[config.mk]
export PLATFORM = sky130hd
export DESIGN_NAME = debounce_multi
export DESIGN_NICKNAME = d
export VERILOG_FILES = /design/src/rtl/debounce_multi.sv
export SDC_FILE = /design/constraint.sdc
export NUM_CORES = 1
export LEC_CHECK = 0
export CAP_MARGIN = 20
export CORE_UTILIZATION = 24
export CTS_CLUSTER_SIZE = 25
export DETAILED_ROUTE_END_ITERATION = 10
export PLACE_DENSITY = 0.46
export REMOVE_ABC_BUFFERS = 1
export SYNTH_ARGS = -nofsm -noshare
export SYNTH_HDL_FRONTEND = slang
export SYNTH_SLANG_ARGS = --single-unit
[constraint.sdc]
create_clock -name clk -period 4.9 [get_ports clk]
set_clock_uncertainty 0.1 [all_clocks]
set_input_delay 0.98 -clock clk [delete_from_list [all_inputs] [get_ports clk]]
set_output_delay 0.98 -clock clk [all_outputs]
set_load 0.005 [all_outputs]
[src/rtl/debounce_multi.sv]
// -----------------------------------------------------------------------------
// debounce_multi
//
// N-channel switch/button debouncer. Each channel has a 2-FF synchroniser with
// polarity correction, a stability counter, a clean debounced level and
// one-cycle rise/fall event pulses. A registered OR of all debounced levels is
// also provided.
//
// Optional feature (compile-time macro DEBOUNCE_LONG_PRESS_EN):
//   When defined, each channel gets a hold counter. long_press[i] pulses once
//   per press, LONG_CNT cycles after the debounced level went high. When the
//   macro is undefined, no hold counters exist and long_press is tied to 0.
//
// Ports:
//   clk         in   1     system clock
//   reset_n     in   1     asynchronous active-low reset
//   sw_in       in   N_CH  raw asynchronous switch pins
//   sw_state    out  N_CH  debounced level, 1 = pressed
//   sw_rise     out  N_CH  1-cycle pulse when sw_state[i] goes 0->1
//   sw_fall     out  N_CH  1-cycle pulse when sw_state[i] goes 1->0
//   any_active  out  1     registered OR of sw_state
//   long_press  out  N_CH  1-cycle pulse at the long-press threshold
// -----------------------------------------------------------------------------
module debounce_multi #(
  parameter int N_CH       = 4,
  parameter int CNT_W      = 10,
  parameter int STABLE_CNT = 200,
  parameter int ACTIVE_LOW = 1,
  parameter int LONG_W     = 16,
  parameter int LONG_CNT   = 5000
) (
  input  logic            clk,
  input  logic            reset_n,
  input  logic [N_CH-1:0] sw_in,
  output logic [N_CH-1:0] sw_state,
  output logic [N_CH-1:0] sw_rise,
  output logic [N_CH-1:0] sw_fall,
  output logic            any_active,
  output logic [N_CH-1:0] long_press
);

  // Elaboration-time parameter sanity checks.
  if (N_CH < 1) begin : g_bad_nch
    $error("debounce_multi: N_CH must be >= 1");
  end
  if (STABLE_CNT < 1 || STABLE_CNT >= (2 ** CNT_W)) begin : g_bad_stable
    $error("debounce_multi: STABLE_CNT must satisfy 1 <= STABLE_CNT < 2**CNT_W");
  end
  if (LONG_CNT < 1 || LONG_CNT >= (2 ** LONG_W)) begin : g_bad_long
    $error("debounce_multi: LONG_CNT must satisfy 1 <= LONG_CNT < 2**LONG_W");
  end

  localparam logic             POL         = (ACTIVE_LOW != 0);
  localparam logic [CNT_W-1:0] STABLE_LAST = CNT_W'(STABLE_CNT - 1);

  logic [N_CH-1:0] r_s0;
  logic [N_CH-1:0] r_s1;
  logic [N_CH-1:0] r_state;
  logic [N_CH-1:0] r_rise;
  logic [N_CH-1:0] r_fall;
  logic            r_any;
  logic [N_CH-1:0] w_state_next;

  // Synchroniser. Polarity is folded into the first stage so that the reset
  // value 0 always means "released".
  always_ff @(posedge clk or negedge reset_n) begin
    if (!reset_n) begin
      r_s0 <= '0;
      r_s1 <= '0;
    end else begin
      r_s0 <= sw_in ^ {N_CH{POL}};
      r_s1 <= r_s0;
    end
  end

`ifdef DEBOUNCE_LONG_PRESS_EN
  localparam logic [LONG_W-1:0] LONG_LAST = LONG_W'(LONG_CNT - 1);
  localparam logic [LONG_W-1:0] LONG_MAX  = LONG_W'(LONG_CNT);
  logic [N_CH-1:0] w_long_hit;
  logic [N_CH-1:0] r_long;
`endif

  genvar gi;
  generate
    for (gi = 0; gi < N_CH; gi++) begin : g_ch
      logic [CNT_W-1:0] r_cnt;
      logic             w_diff;
      logic             w_toggle;

      assign w_diff   = r_s1[gi] ^ r_state[gi];
      // Toggle on the STABLE_CNT-th consecutive mismatching cycle; the counter
      // is cleared at the same time, so it never exceeds STABLE_CNT-1.
      assign w_toggle = w_diff && (r_cnt == STABLE_LAST);
      assign w_state_next[gi] = r_state[gi] ^ w_toggle;

      always_ff @(posedge clk or negedge reset_n) begin
        if (!reset_n) begin
          r_cnt <= '0;
        end else if (!w_diff || w_toggle) begin
          r_cnt <= '0;
        end else begin
          r_cnt <= r_cnt + CNT_W'(1);
        end
      end

`ifdef DEBOUNCE_LONG_PRESS_EN
      logic [LONG_W-1:0] r_hold;

      // Pulse when the hold count crosses LONG_CNT-1 -> LONG_CNT; the count
      // then saturates so the pulse cannot repeat until the channel releases.
      assign w_long_hit[gi] = r_state[gi] && (r_hold == LONG_LAST);

      always_ff @(posedge clk or negedge reset_n) begin
        if (!reset_n) begin
          r_hold <= '0;
        end else if (!r_state[gi]) begin
          r_hold <= '0;
        end else if (r_hold != LONG_MAX) begin
          r_hold <= r_hold + LONG_W'(1);
        end
      end
`endif
    end
  endgenerate

  // Debounced level, edge pulses and OR-reduction all derive from the
  // next-state vector so they change in the same cycle.
  always_ff @(posedge clk or negedge reset_n) begin
    if (!reset_n) begin
      r_state <= '0;
      r_rise  <= '0;
      r_fall  <= '0;
      r_any   <= 1'b0;
    end else begin
      r_state <= w_state_next;
      r_rise  <= w_state_next & ~r_state;
      r_fall  <= ~w_state_next & r_state;
      r_any   <= |w_state_next;
    end
  end

`ifdef DEBOUNCE_LONG_PRESS_EN
  always_ff @(posedge clk or negedge reset_n) begin
    if (!reset_n) begin
      r_long <= '0;
    end else begin
      r_long <= w_long_hit;
    end
  end
  assign long_press = r_long;
`else
  assign long_press = '0;
`endif

  assign sw_state   = r_state;
  assign sw_rise    = r_rise;
  assign sw_fall    = r_fall;
  assign any_active = r_any;

endmodule

==> results_dict.tcl, run 1 <==
set metrics [dict create \
    wirelength_um 4370 \
    rsz0062_at_grt "no" \
    post-route-util_pct 29.8 \
    place_inst 382 \
    worst_slack_ps 2500 \
    dpl_cell_area_um2 2880 \
    htree_levels 3 \
    drt-initial-drc-count 47 \
    clockBufferDepth 2 \
    ant_nets 0 \
    die_h_um 105 \
    slew_viol_final 0 \
    clock_latency_ps 330 \
    status "complete, no violations" \
    tightest_slew_ps 688 \
    rows 37 \
    hold_violations 0 \
    track_usage_pct 9.26 \
    cts_root_buffer "clkbuf_8" \
    total_power_mw 1.01 \
    avgSynthCellArea_um2 11.1 \
    die_area_um2 11000 \
    p_leak_nw 1.35 \
    p_per_area_nw_per_um2 327 \
    cpPeakStageDelay_ps 540 \
    hold_buffers 0 \
    setup_violations 0 \
    coreArea_um2 10300 \
    fin_cells 396 \
    critPathKind "reg2out" \
    synth_area_leader_cell "dfrtp_1" \
    drive_above_1_share_pct 7.69 \
    detailedPlace.worstSlack_ps 2520 \
    max-vdd-ir-drop_mv 0.101 \
    cp_data_required_time_ps 3820 \
    syn_to_final_growth_pct 20.7 \
    critPathBufInv 1 \
    io_buffer_count 18 \
    period_needed_ps 2400 \
    detail_route.wl_per_cell_um 11.0 \
    min_from "r_s0[2]" \
    drt_pass1_iterations 7 \
    yosys_warnings 0 \
    ff2ff_setup_slack_ps 2520 \
    clk_pin_slew_ps 60 \
    setup_tns_ps 0 \
    max_freq_ghz 0.417 \
    hold-worst-slack_ps 245 \
    grt_max_degree 32 \
    drc 0 \
    multi_input_area_um2 971 \
    crit_slowest_cell "clkdlybuf4s50_1" \
    cp_cell_sequence "clkdlybuf4s50_1" \
    grt_overflow_total 0 \
    vias 1582 \
    synth_area_um2 2550 \
    start_kind "register" \
    yosys.area.top_type_share_pct 59.9 \
    dp_hpwl_um 2970 \
    ioPinCount 23 \
    grt_pass1_wl_um 7820 \
    cts_resized 0 \
    yosys_register_bits 61 \
    syn_inst 229 \
    r2r_start "g_ch[2].r_cnt[5]" \
    num_antenna_cells 0 \
    antenna_found_initial 0 \
    final_cell_area_um2 3080 \
    path_max_fanout 5 \
    cts_made_buffers 9 \
    die_w_um 105 \
    nets 267 \
    path_delay_family "buffers and inverters" \
    layout.area.seq_um2 1530 \
    fill_cells 1071 \
    hold_class "reg2reg" \
    gp_congestion 0.728 \
    vias_per_cell 3.99 \
    cap_violations 0 \
    cts_tree "built" \
    postCtsSetupRepairBufs 0 \
    endpoint_kind "primary output" \
    initial_core_util_pct 24.7 \
    grt_pass1_vias 1679 \
    synth_area_leaders "dfrtp_1, xnor2_1, nor2_1" \
    cp_data_arrival_time_ps 1320 \
    fin_crit_sh_pct 48.9 \
    ys_types 22 \
    cp-startpoint "sw_state[2]" \
    clock-sinks 61 \
    ys_seq_area_share_pct 59.9 \
    slew-limit-headroom_pct 54.2 \
]
final timing paths:
kind | endpoint | cells past startpoint
setup / recovery | sw_state[2] | 1
hold / removal | r_s1[2] | 0
setup reg to reg | any_active | 4
hold reg to reg | r_s1[2] | 0
max in group asynchronous | g_ch[2].r_cnt[2] | 2
min in group asynchronous | sw_state[3] | 1
cells in the final DEF, fill, tap and decap left out, drive strengths merged, types with 5 or more instances in the layout:
master,instances
inv,7
clkdlybuf4s50,17
nor3b,8
nor2,43
xnor2,25
and3,5
dfrtp,61
nor3,9
clkbuf,13
or4,5
nand2,14
xor2,11
nand3,15
synthesized netlist by cell type:
cell,instances
or3_1,4
and3_1,5
or4_1,4
buf_4,4
nor3b_1,8
nor3_1,9
nand4_1,3
mux2_2,3
inv_1,7
and2_1,3
conb_1,1
xor2_1,11
ha_1,4
nand2_1,14
nor2_1,43
or4_4,1
dfrtp_1,61
buf_2,1
mux2_4,1
or2_1,2
xnor2_1,25
nand3_1,15
cell families (layout without fill, tap and decap cells):
group | Yosys count | in the layout | share of synthesized area [%]
xor gates and xnor gates | 36 | 36 | 12.4
other | 1 | 4 | 0.147
and+or+nand+nor | 111 | 111 | 21.3
buffers and inverters | 12 | 40 | 2.41
adders and majority gates | 4 | 4 | 1.96
DFF | 61 | 61 | 59.9
muxes | 4 | 4 | 1.92
layer usage:
layer / part of all wire, % / global-route usage [%] / wire [um]
met1: 52 / 12.2 / 2260
met2: 42 / 13.2 / 1850
met3: 4.7 / 3.74 / 203
met4: 1.2 / 4.23 / 51
met5: 0 / 0 / 0
report_power, final:
part           total, mW  switching (mW)  leakage (nW)  internal, mW
Sequential         0.525         0.00997         0.824         0.515
Clock              0.447           0.175         0.102         0.271
Combinational     0.0343          0.0216         0.421        0.0127
final cells by class:
class                      instances  area share, %
multi-input combinational        159           31.6
inverter                           7          0.854
clock inverter                     1          0.976
clock buffer                      13           5.49
tap                              136           5.53
sequential                        61           49.6
timing repair buffer              19           5.94
sequential cells by signal, indices dropped and copies added, names as in the netlist:
| signal | cells |
|---|---|
| any_active | 1 |
| g_ch.r_cnt | 40 |
| r_s0 | 4 |
| r_s1 | 4 |
| sw_fall | 4 |
| sw_rise | 4 |
| sw_state | 4 |
(Power assumes the default switching activity.)
==> inputs of run 2 (changes only) <==
==> constraint.sdc (replaced) <==
create_clock -name clk -period 2.3 [get_ports clk]
set_clock_uncertainty 0.1 [all_clocks]
set_input_delay 0.46 -clock clk [delete_from_list [all_inputs] [get_ports clk]]
set_output_delay 0.46 -clock clk [all_outputs]
set_load 0.005 [all_outputs]
==> run 2 against run 1 <==
First-iteration DRC count rose by 17%. Total power is 120% higher. Wire length grew 3.1%. The flow now finishes with violations (hold timing). Largest power group unchanged. Sequential share of layout area fell by 2.7 points. Global-route usage hardly changed.
==> results_dict.tcl, run 2 (synthesis gave the netlist of run 1 again) <==
set metrics [dict create \
    status "finished with violations" \
    violations "hold timing" \
    largest_reg_flops 40 \
    path_delay_family "simple AND/OR/NAND/NOR gates" \
    cp_data_arrival_time_ps 2360 \
    hold_violations 1 \
    cts_root_buffer "clkbuf_8" \
    clock_latency_ps 330 \
    clk_pin_slew_ps 70 \
    gp_congestion 0.770 \
    path_max_fanout 2 \
    detailedPlace.worstSlack_ps 12.6 \
    max_freq_ghz 0.444 \
    layout_common_cells "dfrtp_1, nor2_1, xnor2_1, clkdlybuf4s50_1, buf_4" \
    htree_levels 3 \
    dpl_cell_area_um2 2990 \
    detail_route.wl_per_cell_um 10.8 \
    fin_crit_sh_pct 98.0 \
    final_common_cell "dfrtp_1" \
    period_needed_ps 2250 \
    dp_hpwl_um 2980 \
    ant_nets 0 \
    grt_pass1_vias 1675 \
    slew_viol_final 0 \
    worst_slack_ps 46.6 \
    grt_pass1_wl_um 7900 \
    cts_tree "built" \
    track_usage_pct 9.31 \
    critPathBufInv 0 \
    p_per_area_nw_per_um2 695 \
    syn_to_final_growth_pct 27.6 \
    final_cell_area_um2 3250 \
    critPathKind "reg2reg" \
    clockBufferDepth 2 \
    hold-worst-slack_ps -2.11 \
    initial_core_util_pct 24.7 \
    p_leak_nw 1.45 \
    grt_overflow_total 0 \
    cp_cell_sequence "or4_1 > or3_4 > mux2_4 > or4_4" \
    drt_pass1_iterations 4 \
    hold_buffers 0 \
    hold_class "in2async" \
    rows 37 \
    antenna_found_initial 0 \
    setup_tns_ps 0 \
    cts_made_buffers 9 \
    wirelength_um 4500 \
    die_h_um 105 \
    start_kind "register" \
    ioPinCount 23 \
    drc 0 \
    largest_register "g_ch.r_cnt" \
    max-vdd-ir-drop_mv 0.388 \
    vias 1645 \
    num_antenna_cells 0 \
    die_area_um2 11000 \
    coreArea_um2 10300 \
    vias_per_cell 3.96 \
    crit_slowest_cell "or4_1" \
    clock-sinks 61 \
    setup_violations 0 \
    nets 284 \
    endpoint_kind "register" \
    cpPeakStageDelay_ps 510 \
    io_buffer_count 18 \
    cap_violations 0 \
    cp_data_required_time_ps 2400 \
    drt-initial-drc-count 55 \
    die_w_um 105 \
    drive_above_1_share_pct 15.1 \
    grt_max_degree 62 \
    rsz0062_at_grt "yes" \
]
==> run 2: timing repair <==
item / in CTS / in global routing
pin swaps: 0 / 3
setup buffers: 0 / 3
endpoints found under the setup margin: 1 / 1
resized for setup: 1 / 1
==> run 2: layout make-up <==
cell class | instances | area, um^2
Clock buffer | 10 | 138
Clock inverter | 6 | 86.3
Fill cell | 1064 | 7070
Inverter | 7 | 26.3
Multi-Input combinational cell | 159 | 980
Sequential cell | 61 | 1530
Tap cell | 136 | 170
Timing Repair Buffer | 36 | 323
==> run 2: per-stage QoR <==
| stage | util, % | total power [mW] | instances |
|---|---|---|---|
| 2_1_floorplan | - | 1.17 | 227 |
| 3_3_place_gp | 29.0 | 1.22 | 396 |
| 3_5_place_dp | 29.0 | 1.22 | 396 |
| 4_1_cts | 31.2 | 2.31 | 412 |
| 5_1_grt | 31.5 | 2.37 | 415 |
| 6_report | 31.5 | 2.26 | 415 |
==> run 2: final timing paths <==
| check | from | endpoint | slack (ps) | cells past startpoint |
|---|---|---|---|---|
| worst max-delay path | g_ch[2].r_cnt[4] | any_active | 50 | 4 |
| worst min-delay path | reset_n | g_ch[1].r_cnt[0] | -2 | 2 |
| worst max register to register | g_ch[2].r_cnt[4] | any_active | 50 | 4 |
| worst min register to register | r_s0[3] | r_s1[3] | 250 | 0 |
| max in group asynchronous | reset_n | r_s0[0] | 1790 | 2 |
| min in group clk | r_s0[3] | r_s1[3] | 250 | 0 |
==> run 2: layer usage <==
metal / routed length (um) / share of wire, % / global-route usage (%) / vias up
met3: 202 / 4.5 / 3.99 / 2
met1: 2370 / 53 / 12.6 / 773
met4: 26 / 0.58 / 3.62 / 0
met2: 1900 / 42 / 13.0 / 32
li1: - / - / - / 838
met5: 0 / 0 / 0 / -
==> run 2: where the power goes <==
part	total, mW	leakage, nW	internal (mW)	switching [mW]
registers	1.12	0.824	1.10	0.0206
logic	0.0812	0.517	0.0328	0.0484
clock network	1.06	0.112	0.637	0.421
total	2.26	1.45	1.77	0.490
